<file path="config.mk">
export PLATFORM = sky130hd
export DESIGN_NAME = imm_ext_pipe
export DESIGN_NICKNAME = d
export VERILOG_FILES = /design/src/rtl/imm_ext_pipe.sv
export SDC_FILE = /design/constraint.sdc
export NUM_CORES = 1
export LEC_CHECK = 0
export CAP_MARGIN = 20
export CORE_UTILIZATION = 40
export DETAILED_ROUTE_END_ITERATION = 12
export PLACE_DENSITY_LB_ADDON = 0.1
export SYNTH_ARGS = -nofsm -noshare
export SYNTH_HDL_FRONTEND = slang
export SYNTH_SLANG_ARGS = --single-unit
</file>
<file path="constraint.sdc">
create_clock -name clk -period 3.9 [get_ports clk]
set_input_delay 0.78 -clock clk [delete_from_list [all_inputs] [get_ports clk]]
set_output_delay 0.78 -clock clk [all_outputs]
set_load 0.05 [all_outputs]
</file>
<file path="src/rtl/imm_ext_pipe.sv">
// Registered immediate extender: decodes I/S/B/U/J/zimm/shamt formats behind a
// one-entry valid/ready stage, with a sideband tag and a saturating illegal-format counter.
module imm_ext_pipe #(
    parameter int XLEN     = 32,
    parameter int TAG_W    = 8,
    parameter int ERRCNT_W = 8
) (
    input  logic                clk,
    input  logic                rst_n,
    input  logic                in_valid,
    output logic                in_ready,
    input  logic [24:0]         instr,
    input  logic [2:0]          imm_src,
    input  logic [TAG_W-1:0]    in_tag,
    output logic                out_valid,
    input  logic                out_ready,
    output logic [XLEN-1:0]     imm,
    output logic [TAG_W-1:0]    out_tag,
    output logic                illegal,
    output logic [ERRCNT_W-1:0] err_cnt
);

    logic                r_valid;
    logic [XLEN-1:0]     r_imm;
    logic [TAG_W-1:0]    r_tag;
    logic                r_illegal;
    logic [ERRCNT_W-1:0] r_err_cnt;

    logic                w_accept;
    logic                w_illegal;
    logic [XLEN-1:0]     w_imm;

    assign in_ready  = !r_valid || out_ready;
    assign w_accept  = in_valid && in_ready;
    assign w_illegal = (imm_src == 3'b111);

    // instr holds instruction bits [31:7], so instruction bit k is instr[k-7].
    // Signed operands are widened by the size cast, which sign-extends them.
    always_comb begin
        w_imm = '0;
        case (imm_src)
            3'b000: w_imm = XLEN'($signed(instr[24:13]));
            3'b001: w_imm = XLEN'($signed({instr[24:18], instr[4:0]}));
            3'b010: w_imm = XLEN'($signed({instr[24], instr[0], instr[23:18],
                                           instr[4:1], 1'b0}));
            3'b011: w_imm = XLEN'($signed({instr[24:5], 12'b0}));
            3'b100: w_imm = XLEN'($signed({instr[24], instr[12:5], instr[13],
                                           instr[23:14], 1'b0}));
            3'b101: w_imm = XLEN'(instr[12:8]);
            3'b110: w_imm = (XLEN == 64) ? XLEN'(instr[18:13]) : XLEN'(instr[17:13]);
            default: w_imm = '0;
        endcase
    end

    always_ff @(posedge clk) begin
        if (!rst_n) begin
            r_valid   <= 1'b0;
            r_imm     <= '0;
            r_tag     <= '0;
            r_illegal <= 1'b0;
            r_err_cnt <= '0;
        end else begin
            if (w_accept) begin
                r_valid   <= 1'b1;
                r_imm     <= w_imm;
                r_tag     <= in_tag;
                r_illegal <= w_illegal;
                if (w_illegal && (r_err_cnt != '1))
                    r_err_cnt <= r_err_cnt + ERRCNT_W'(1);
            end else if (out_ready) begin
                r_valid <= 1'b0;
            end
        end
    end

    assign out_valid = r_valid;
    assign imm       = r_imm;
    assign out_tag   = r_tag;
    assign illegal   = r_illegal;
    assign err_cnt   = r_err_cnt;

endmodule
</file>
Word-level counts from Yosys, hierarchy flattened
Cells that the tools add are included. W data, S select, Z words.

Add/sub/neg operators: 1. Eq/ne operators: 8. Mux-type cells: 3. Reduce and logical (&&, ||, !) cells: 7.

Operators with widths (number): $pmux W32 S7 (1); $eq A3 B3 Y1 const B (4); $add A8 B1 Y8 const B (1); $ne A8 B8 Y1 const B (1); $eq A3 B2 Y1 const B (2); $eq A3 B1 Y1 const B (1); $logic_not A3 Y1 (1); $logic_and A1 B1 Y1 (2); $mux W1 (2); $reduce_and A2 Y1 (1); $reduce_bool A2 Y1 (1); $logic_not A1 Y1 (1); $logic_or A1 B1 Y1 (1).

Register bits: 50. Input bits: 40. Output and inout port bits: 51. Word-level logic and storage cells: 24.

Depth between registers and ports, before layout
Gate-level depths: netlist (run 1).

Depth in word-level cells: 4. Mapped depth: 6. Gate-level depth less buffers: 5.

Worst setup path after synthesis (run 1)
Ideal clock, no wire load.

Path type: input port to flip-flop. Start point: in out_ready. End point: reg r_illegal (netlist: illegal). Library setup time: 0.070 ns. Data arrival time: 2.189 ns. Required time: 3.830 ns. Path slack: 1.642 ns. Cell stages on the path: 6. Path buffers: 1. Cells stage by stage: and2b_4 > clkinv_1 > nand2_1 > buf_2 > nand2_1 > a21oi_1.

Cells in the longest elaborated chain, start to end: 2.

Ends and longest elaborated chain: start: declaration (line 16) `input logic out_ready,`; $logic_or A1 B1 Y1 (line 33) `assign in_ready = !r_valid || out_ready;`; named net in_ready (line 11) `output logic in_ready,`; $logic_and A1 B1 Y1 (line 34) `assign w_accept = in_valid && in_ready;`; end signal: assignment (line 67) `r_illegal <= w_illegal;`; end: declaration (line 26) `logic r_illegal;`.

The timed path passes the listed nets, and every way through them passes these cells. A chain may end at the register's enable or synchronous reset.

Worst setup path after layout (run 1)
Start point: in out_ready. End point: out in_ready.

Cells in the longest elaborated chain, start to end: 1.

Ends and longest elaborated chain (line): $logic_or A1 B1 Y1 (33); end: declaration (11).

No other way between the ends.

==> results of run 1 <==
==> Yosys cell counts (2+ instances only) <==
cell,instances,area [um2]
sky130_fd_sc_hd__nand3b_1,6,45.0
sky130_fd_sc_hd__dfxtp_1,50,1000
sky130_fd_sc_hd__nor2_1,19,71.3
sky130_fd_sc_hd__buf_2,6,30.0
sky130_fd_sc_hd__clkbuf_1,7,26.3
sky130_fd_sc_hd__a22o_1,5,43.8
sky130_fd_sc_hd__inv_2,2,7.51
sky130_fd_sc_hd__buf_4,2,15.0
sky130_fd_sc_hd__o21ai_0,10,50.1
sky130_fd_sc_hd__nand3_1,6,30.0
sky130_fd_sc_hd__nand4_1,2,12.5
sky130_fd_sc_hd__a211oi_1,4,30.0
sky130_fd_sc_hd__inv_1,2,7.51
sky130_fd_sc_hd__a21oi_1,35,175
sky130_fd_sc_hd__nor3_1,6,30.0
sky130_fd_sc_hd__or3_1,2,12.5
sky130_fd_sc_hd__o2bb2ai_1,14,123
sky130_fd_sc_hd__a21o_1,6,45.0
sky130_fd_sc_hd__mux2i_1,6,60.1
sky130_fd_sc_hd__a22oi_1,6,45.0
sky130_fd_sc_hd__o211ai_1,2,15.0
sky130_fd_sc_hd__nand2_1,25,93.8
==> worst max-delay path, cell delays in order <==
cell	delay, ns
sky130_fd_sc_hd__clkdlybuf4s50_1	0.39
sky130_fd_sc_hd__and2b_4	0.30
sky130_fd_sc_hd__clkinv_1	0.16
sky130_fd_sc_hd__clkdlybuf4s50_1	0.74
==> layer usage <==
layer  track usage  wire length, um  vias to the layer above
met5             0                0                        -
li1              -                -                     1077
met2         0.308             2590                       74
met1         0.274             2710                      984
met4        0.0577               53                        0
met3        0.0515              356                        4
==> through the flow <==
step | instance area (um2) | hold WS, ns
2_1_floorplan | 2230 | 0.667
3_3_place_gp | 3160 | 0.442
3_5_place_dp | 3160 | 0.446
4_1_cts | 3270 | 0.460
5_1_grt | 3270 | 0.484
6_report | 3270 | 0.458
==> worst paths after layout <==
check / end / slack (ns) / cells after the start
setup / recovery: in_ready / 0.76 / 4
hold reg to reg: out_tag[5] / 0.46 / 2
setup reg to reg: imm[28] / 2.11 / 4
hold / removal: out_tag[5] / 0.46 / 2
==> state kept, by name, summed over array words and instances (netlist names) <==
register	cells
out_valid	1
illegal	1
err_cnt	8
imm	32
out_tag	8
==> area by class of cell <==
class                           instances  area (um2)  area share
Tap cell                               70        87.6      0.0268
Clock buffer                            5        68.8      0.0211
Inverter                                5        18.8     0.00574
Sequential cell                        50        1000       0.306
Multi-Input combinational cell        177        1120       0.343
Timing Repair Buffer                   94         931       0.285
Clock inverter                          2        38.8      0.0119
==> power by group <==
group	switching (uW)	internal, uW
registers	12.3	535
logic	172	112
clock network	170	189
total	354	835
==> kinds of logic after synthesis <==
| kind of cell | Yosys count | synth area share |
|---|---|---|
| mux | 6 | 0.0270 |
| compound gates | 88 | 0.268 |
| buf+inv | 22 | 0.0472 |
| simple gates | 79 | 0.190 |
| fa+ha+maj | 2 | 0.0101 |
| xor+xnor | 2 | 0.00787 |
| flops | 50 | 0.449 |
==> impl_summary.log, run 1 <==
[metrics] result of the run: complete, no violations
[metrics] worst supply voltage drop on vdd: between 0.00015 and 0.0002 V
[metrics] Leak: between 0.001 and 0.0015 uW
[metrics] Top FF cell, synth: sky130_fd_sc_hd__dfxtp_1
[metrics] hold_sp: out_tag[5]
[metrics] part of the Yosys area used for sequential elements: 0.449
[metrics] Detailed Route WL: 5.70 mm
[metrics] synthesized area per cell: 8.94 um2
[metrics] Post-Synthesis Net Count: 290
[metrics] level count of the clock H-tree: 2
[metrics] Critical Path Sink Type: output pin
[metrics] Synth Instances: 249
[metrics] clock network latency to the later pin of the worst-skew pair: 0.31 ns
[metrics] number of nets in the layout: between 300 and 400
[metrics] async set or reset register ratio after synthesis: 0
[metrics] fmax: 0.318 GHz
[metrics] Worst Path Class, Setup: in2out
[metrics] CP Data Arrival Time: roughly 2.4 ns
[metrics] via count of the first global-routing pass: ~1,900
[metrics] clock buffer depth: 2
[metrics] remaining max-slew budget at the tightest pin: 0.447
[metrics] Initial Util: 0.425
[metrics] DIE AREA: 0.00587 mm2
[metrics] number of buffers inserted to repair setup after CTS: 0
[metrics] Worst Setup Slack, final: 0.756 ns
[metrics] number of sinks on the clock net: 50
[metrics] worst clock skew: ~0.0083 ns
[metrics] Slew Viols, Final: 0
[metrics] fraction of layout instances using a drive strength above 1: 0.0661
[metrics] vias post-DR: between 2,000 and 2,500
[metrics] number of gates resized after cts: 0
[metrics] max-cap check violation count: 0
[metrics] count of port buffers added during placement: 90
[metrics] wire length of the first global-routing pass: 9.46 mm
[metrics] Fill cells: around 500
[metrics] first element of the critical path: out_ready
[metrics] Post-synth EDFFs: 0
[metrics] Overall Power: 1190 uW
[metrics] chip height: ~77 um
[metrics] endpoint required time on the critical path: 3.12 ns
[metrics] Die Span X: 76.6 um
[metrics] I/O pin count: 91
[metrics] Place WS: around 0.76 ns
[metrics] initial drt markers: 82
[metrics] total DRC errors in the routed layout: 0
[metrics] count of warnings emitted by yosys: 0
[metrics] nature of the critical path startpoint: input port
[metrics] critical register-to-register path startpoint: out_valid
[metrics] routed wire length per instance: ~14 um
[metrics] clock transition at the registers of the reported paths: 0.09 ns
[metrics] synthesized area: 0.00223 mm2
[metrics] synthesis-to-layout area growth: 46.7%
[metrics] Final setup violation count: 0
[metrics] half-perimeter wire length after placement: between 4 and 5 mm
[metrics] core region area: 0.00524 mm2
[metrics] unrepaired setup endpoints after global routing: no
[metrics] CTS tree: done
[metrics] via density per instance: 5.31
[metrics] number of cells in the design after placement: 396
[metrics] CTS Hold Bufs: 0
[metrics] post-route antenna net violation count: 0
[metrics] worst hold-check path type: reg2reg
[metrics] largest net degree at the start of global routing: 27
[metrics] Antenna Cells: 0
[metrics] commonest cells after routing, fill and taps aside: 90 x sky130_fd_sc_hd__clkdlybuf4s50_1, 50 x sky130_fd_sc_hd__dfxtp_1, 35 x sky130_fd_sc_hd__a21oi_1
[metrics] Finished Layout Cells: 403
[metrics] number of buffers created by CTS: 5
[metrics] final global-route overflow total: 0
[metrics] drt first pass iters: 4
[metrics] Seq cells post-synth: 50
[metrics] setup TNS after final layout: 0 ns
[metrics] root buffer cell: sky130_fd_sc_hd__clkbuf_8
[metrics] GRT Total Usage: 0.200
[metrics] portion of the clock cycle consumed by the worst path in the final layout: 0.806
[metrics] power per cell area: 364 mW/mm2
[metrics] weighted congestion reported at the end of routability-driven placement: about 0.8
[metrics] minimum clock period after layout: 3.14 ns
[metrics] floorplan row count: 26
[metrics] final-report hold violation count: 0
[metrics] slew at the pin closest to its max-slew limit: 0.828 ns
[metrics] most common cell after layout, fill and taps aside: sky130_fd_sc_hd__clkdlybuf4s50_1
[metrics] largest fanout on the critical path: 4
[metrics] Util after Layout: 0.624
[metrics] Cell variety after synth: 48
[metrics] antenna violations before repair: 0
Note: power is estimated with default switching activity, not from simulation.
==> inputs of run 2 (changes only) <==
clock period = 3.2 ns   (was 3.9 ns; I/O delays follow)
==> impl_summary.log, run 2 (synthesized netlist as in run 1, its figures left out) <==
[metrics] power per cell area: ~440 mW/mm2
[metrics] number of buffers created by CTS: 5
[metrics] Critical Path Sink Type: output pin
[metrics] worst hold-check path type: reg2reg
[metrics] kind of cell with the highest combined delay on the critical path: buffers and inverters
[metrics] worst path cell trace: clkdlybuf4s50_1 -> and2b_4 -> clkinv_1 -> clkdlybuf4s50_1
[metrics] cell type of the slowest stage on the worst timing path: sky130_fd_sc_hd__clkdlybuf4s50_1
[metrics] unrepaired setup endpoints after global routing: no
[metrics] half-perimeter wire length after placement: 4.26 mm
[metrics] total number of cells along the worst setup path: 4
[metrics] wire length of the first global-routing pass: 9.60 mm
[metrics] clock network latency to the later pin of the worst-skew pair: 0.30 ns
[metrics] via density per instance: 5.29
[metrics] Detailed Route WL: 5.87 mm
[metrics] GRT Total Usage: 0.204
[metrics] max-cap check violation count: 0
[metrics] setup TNS after final layout: 0 ns
[metrics] level count of the clock H-tree: 2
[metrics] cell seen most often among critical-path stages: sky130_fd_sc_hd__clkdlybuf4s50_1
[metrics] portion of the clock cycle consumed by the worst path in the final layout: 0.901
[metrics] flop-to-flop setup slack: 1.43 ns
[metrics] nature of the critical path startpoint: input port
[metrics] clock transition at the registers of the reported paths: 0.09 ns
[metrics] worst supply voltage drop on vdd: 0.000222 V
[metrics] number of gates resized after cts: 0
[metrics] Leak: 0.00122 uW
[metrics] post-route antenna net violation count: 0
[metrics] FF-to-FF path depth: 4
[metrics] Worst Path Class, Setup: in2out
[metrics] root buffer cell: sky130_fd_sc_hd__clkbuf_8
[metrics] Worst Setup EP: in_ready
[metrics] clock share of power: 0.301
[metrics] first element of the critical path: out_ready
[metrics] Antenna Cells: 0
[metrics] final-report hold violation count: 0
[metrics] worst stage delay on the critical path: 0.74 ns
[metrics] clock buffer depth: 2
[metrics] switching portion of total power: 0.298
[metrics] minimum clock period after layout: 2.88 ns
[metrics] Switching Power: 434 uW
[metrics] CP Data Arrival Time: 2.24 ns
[metrics] worst reg2reg path endpoint: imm[19]
[metrics] CTS Hold Bufs: 0
[metrics] Die Span X: 76.6 um
[metrics] drt first pass iters: 4
[metrics] commonest cells after routing, fill and taps aside: 90 x sky130_fd_sc_hd__clkdlybuf4s50_1, 50 x sky130_fd_sc_hd__dfxtp_1, 35 x sky130_fd_sc_hd__a21oi_1
[metrics] Logic pwr share: 0.241
[metrics] final global-route overflow total: 0
[metrics] antenna violations before repair: 0
[metrics] endpoint required time on the critical path: 2.56 ns
[metrics] core region area: 0.00524 mm2
[metrics] total DRC errors in the routed layout: 0
[metrics] largest fanout on the critical path: 4
[metrics] fmax: 0.347 GHz
[metrics] largest net degree at the start of global routing: 20
[metrics] synthesis-to-layout area growth: 48.4%
[metrics] Internal Dissipation: 1020 uW
[metrics] critical register-to-register path startpoint: out_valid
[metrics] number of buffers inserted to repair setup after CTS: 0
[metrics] routed wire length per instance: 14.4 um
[metrics] Flop pwr share: 0.458
[metrics] weighted congestion reported at the end of routability-driven placement: 0.786
[metrics] via count of the first global-routing pass: 1,976
[metrics] number of sinks on the clock net: 50
[metrics] Initial Util: 0.425
[metrics] floorplan row count: 26
[metrics] DIE AREA: roughly 0.0059 mm2
[metrics] vias post-DR: 2,157
[metrics] Slew Viols, Final: 0
[metrics] Final setup violation count: 0
[metrics] slew at the pin closest to its max-slew limit: roughly 0.82 ns
[metrics] I/O pin count: between 90 and 100
[metrics] Overall Power: ~1500 uW
[metrics] initial drt markers: 73
[metrics] worst clock skew: 0.00574 ns
[metrics] remaining max-slew budget at the tightest pin: 0.452
[metrics] number of flip-flops in the largest register: 32
[metrics] CTS tree: done
[metrics] number of nets in the layout: roughly 380
[metrics] fraction of layout instances using a drive strength above 1: 0.0799
[metrics] count of buffer and inverter cells on the critical path: 3
[metrics] count of port buffers added during placement: 90
[metrics] result of the run: complete, no violations
[metrics] chip height: 76.6 um
[metrics] most common cell after layout, fill and taps aside: sky130_fd_sc_hd__clkdlybuf4s50_1
-- run 2: cell types whose count changed in the layout (fill, tap and decap cells not counted), sizes merged --
cell  before  now
buf        4    9
-- run 2: stage by stage --
step           instance area [um2]   util  hold slack (ns)  cells  worst slack (ns)
2_1_floorplan                 2230      -            0.667    249              1.08
3_3_place_gp                  3200  0.610            0.443    401             0.346
3_5_place_dp                  3200  0.610            0.446    401             0.313
4_1_cts                       3300  0.631            0.460    408             0.305
5_1_grt                       3300  0.631            0.482    408             0.261
6_report                      3300  0.631            0.458    408             0.318
-- run 2: layout make-up --
| cell class | instances | area [um2] |
|---|---|---|
| Fill cell | 468 | 1930 |
| Clock buffer | 5 | 68.8 |
| Multi-Input combinational cell | 177 | 1120 |
| Timing Repair Buffer | 99 | 968 |
| Inverter | 5 | 18.8 |
| Clock inverter | 2 | 38.8 |
| Sequential cell | 50 | 1000 |
| Tap cell | 70 | 87.6 |
-- run 2: tightest hold or removal path, stage by stage (launching register included) --
cell,delay (ns)
sky130_fd_sc_hd__dfxtp_1,0.32
sky130_fd_sc_hd__nand2_1,0.05
sky130_fd_sc_hd__a21oi_1,0.05
-- run 2: layer usage --
metal  track usage  wire length, um  vias to the layer above
li1              -                -                     1085
met1         0.263             2840                     1003
met2         0.333             2730                       67
met3        0.0527              289                        2
met4        0.0596               21                        0
met5             0                0                        -
-- run 2: worst min-delay path by stage --
stage                    start         end  slack (ns)  depth (start not counted)
CTS                 out_tag[5]  out_tag[5]        0.46                          2
floorplan              imm[31]     imm[31]        0.67                          2
global route        out_tag[6]  out_tag[6]        0.48                          2
detailed placement     imm[27]     imm[27]        0.45                          1
finish              out_tag[5]  out_tag[5]        0.46                          2
global placement    out_tag[2]  out_tag[2]        0.44                          2
-- run 2: power groups by stage --
| stage | clock network (uW) | logic [uW] | registers (uW) |
|---|---|---|---|
| after CTS | 449 | 353 | 667 |
| after global routing | 472 | 373 | 671 |
| after floorplan | 0 | 110 | 782 |
| after detailed placement | 0 | 352 | 681 |
| final | 438 | 351 | 667 |
| after global placement | 0 | 350 | 681 |
==> inputs of run 3 (changes only) <==
CORE_ASPECT_RATIO = 1.25   (was not set)
GPL_TIMING_DRIVEN = 0   (was not set)
==> impl_summary.log, run 3 (synthesized netlist as in run 1, its figures left out) <==
[metrics] Critical Path Sink Type: output pin
[metrics] Place WS: 0.273 ns
[metrics] DIE AREA: 0.00587 mm2
[metrics] wire length of the first global-routing pass: 9.32 mm
[metrics] worst clock skew: 0.0100 ns
[metrics] Util after Layout: 0.613
[metrics] number of nets in the layout: 386
[metrics] endpoint required time on the critical path: 2.56 ns
[metrics] Die Span X: 68.7 um
[metrics] Leak: 0.00123 uW
[metrics] slew at the pin closest to its max-slew limit: about 0.80 ns
[metrics] minimum clock period after layout: 2.92 ns
[metrics] Initial Util: 0.412
[metrics] core region area: 0.00541 mm2
[metrics] via density per instance: 5.40
[metrics] result of the run: complete, no violations
[metrics] power per cell area: 446 mW/mm2
[metrics] cell count of the worst hold path: 2
[metrics] CP Data Arrival Time: around 2.3 ns
[metrics] worst hold slack after final layout: 0.457 ns
[metrics] setup TNS after final layout: 0 ns
[metrics] FF-to-FF path depth: 5
[metrics] via count of the first global-routing pass: about 2,000
[metrics] worst supply voltage drop on vdd: roughly 0.00030 V
[metrics] unrepaired setup endpoints after global routing: no
[metrics] clock transition at the registers of the reported paths: 0.10 ns
[metrics] weighted congestion reported at the end of routability-driven placement: 0.800
[metrics] Slew Viols, Final: 0
[metrics] nature of the critical path startpoint: input port
[metrics] clock network latency to the later pin of the worst-skew pair: 0.31 ns
[metrics] drt first pass iters: 5
[metrics] max-cap check violation count: 0
[metrics] largest fanout on the critical path: 4
[metrics] Antenna Cells: 0
[metrics] final global-route overflow total: 0
[metrics] Detailed Route WL: 5.89 mm
[metrics] routed wire length per instance: 14.4 um
[metrics] Worst Setup Slack, final: 0.278 ns
[metrics] clock buffer depth: 2
[metrics] number of buffers inserted to repair setup after CTS: 0
[metrics] worst hold-check path type: reg2reg
[metrics] floorplan row count: 30
[metrics] GRT Total Usage: 0.208
[metrics] hold_sp: out_tag[4]
[metrics] level count of the clock H-tree: 2
[metrics] I/O pin count: 91
[metrics] commonest cells after routing, fill and taps aside: 89 x sky130_fd_sc_hd__clkdlybuf4s50_1, 50 x sky130_fd_sc_hd__dfxtp_1, 35 x sky130_fd_sc_hd__a21oi_1
[metrics] critical register-to-register path startpoint: err_cnt[0]
[metrics] design area: 0.00331 mm2
[metrics] Final setup violation count: 0
[metrics] remaining max-slew budget at the tightest pin: 0.463
[metrics] Worst Path Class, Setup: in2out
[metrics] fraction of layout instances using a drive strength above 1: 0.0809
[metrics] initial drt markers: 70
[metrics] first element of the critical path: out_ready
[metrics] fmax: roughly 0.34 GHz
[metrics] number of buffers created by CTS: 5
[metrics] portion of the clock cycle consumed by the worst path in the final layout: 0.913
[metrics] CTS tree: done
[metrics] count of port buffers added during placement: 89
[metrics] CTS Hold Bufs: 0
[metrics] half-perimeter wire length after placement: about 4.4 mm
[metrics] most common cell after layout, fill and taps aside: sky130_fd_sc_hd__clkdlybuf4s50_1
[metrics] total DRC errors in the routed layout: 0
[metrics] synthesis-to-layout area growth: 48.8%
[metrics] cell area after placement: 0.00320 mm2
[metrics] post-route antenna net violation count: 0
[metrics] number of gates resized after cts: 0
[metrics] vias post-DR: 2,215
[metrics] number of flip-flops in the largest register: 32
[metrics] largest net degree at the start of global routing: 18
[metrics] final-report hold violation count: 0
[metrics] antenna violations before repair: 0
[metrics] root buffer cell: sky130_fd_sc_hd__clkbuf_8
[metrics] number of sinks on the clock net: 50
[metrics] chip height: 85.4 um
run 3: worst max-delay path: stages:
cell and delay (ns):
sky130_fd_sc_hd__clkdlybuf4s50_1 0.39, sky130_fd_sc_hd__and2b_4 0.30, sky130_fd_sc_hd__clkinv_1 0.19, sky130_fd_sc_hd__clkdlybuf4s50_1 0.75
run 3: cell type report:
| type | instances | area, um2 |
|---|---|---|
| Inverter | 5 | 18.8 |
| Multi-Input combinational cell | 177 | 1120 |
| Sequential cell | 50 | 1000 |
| Timing Repair Buffer | 89 | 891 |
| Clock inverter | 3 | 47.5 |
| Tap cell | 64 | 80.1 |
| Fill cell | 499 | 2090 |
| Clock buffer | 5 | 68.8 |
| Buffer | 17 | 86.3 |
run 3: worst paths after layout:
kind                                    to  slack, ns
worst max register to register  err_cnt[1]       1.59
worst min register to register  out_tag[4]       0.46
worst min-delay path            out_tag[4]       0.46
worst max-delay path              in_ready       0.28
run 3: stage by stage:
step	power (uW)	cells
after floorplan	893	249
after global placement	1030	402
after detailed placement	1030	402
after CTS	1490	410
after global routing	1540	410
final	1480	410
run 3: metal layers:
layer | vias up | share of wire | GRT usage
met5 | - | 0 | 0
met4 | 0 | 0.015 | 0.0649
met3 | 8 | 0.056 | 0.0497
met2 | 62 | 0.50 | 0.351
met1 | 1045 | 0.43 | 0.255
li1 | 1100 | - | -
run 3: report_power, final:
group	total (uW)	switching, uW	leakage [uW]	internal [uW]
clock network	460	223	0.0000587	237
registers	666	14.6	0.000409	652
logic	353	214	0.000762	140
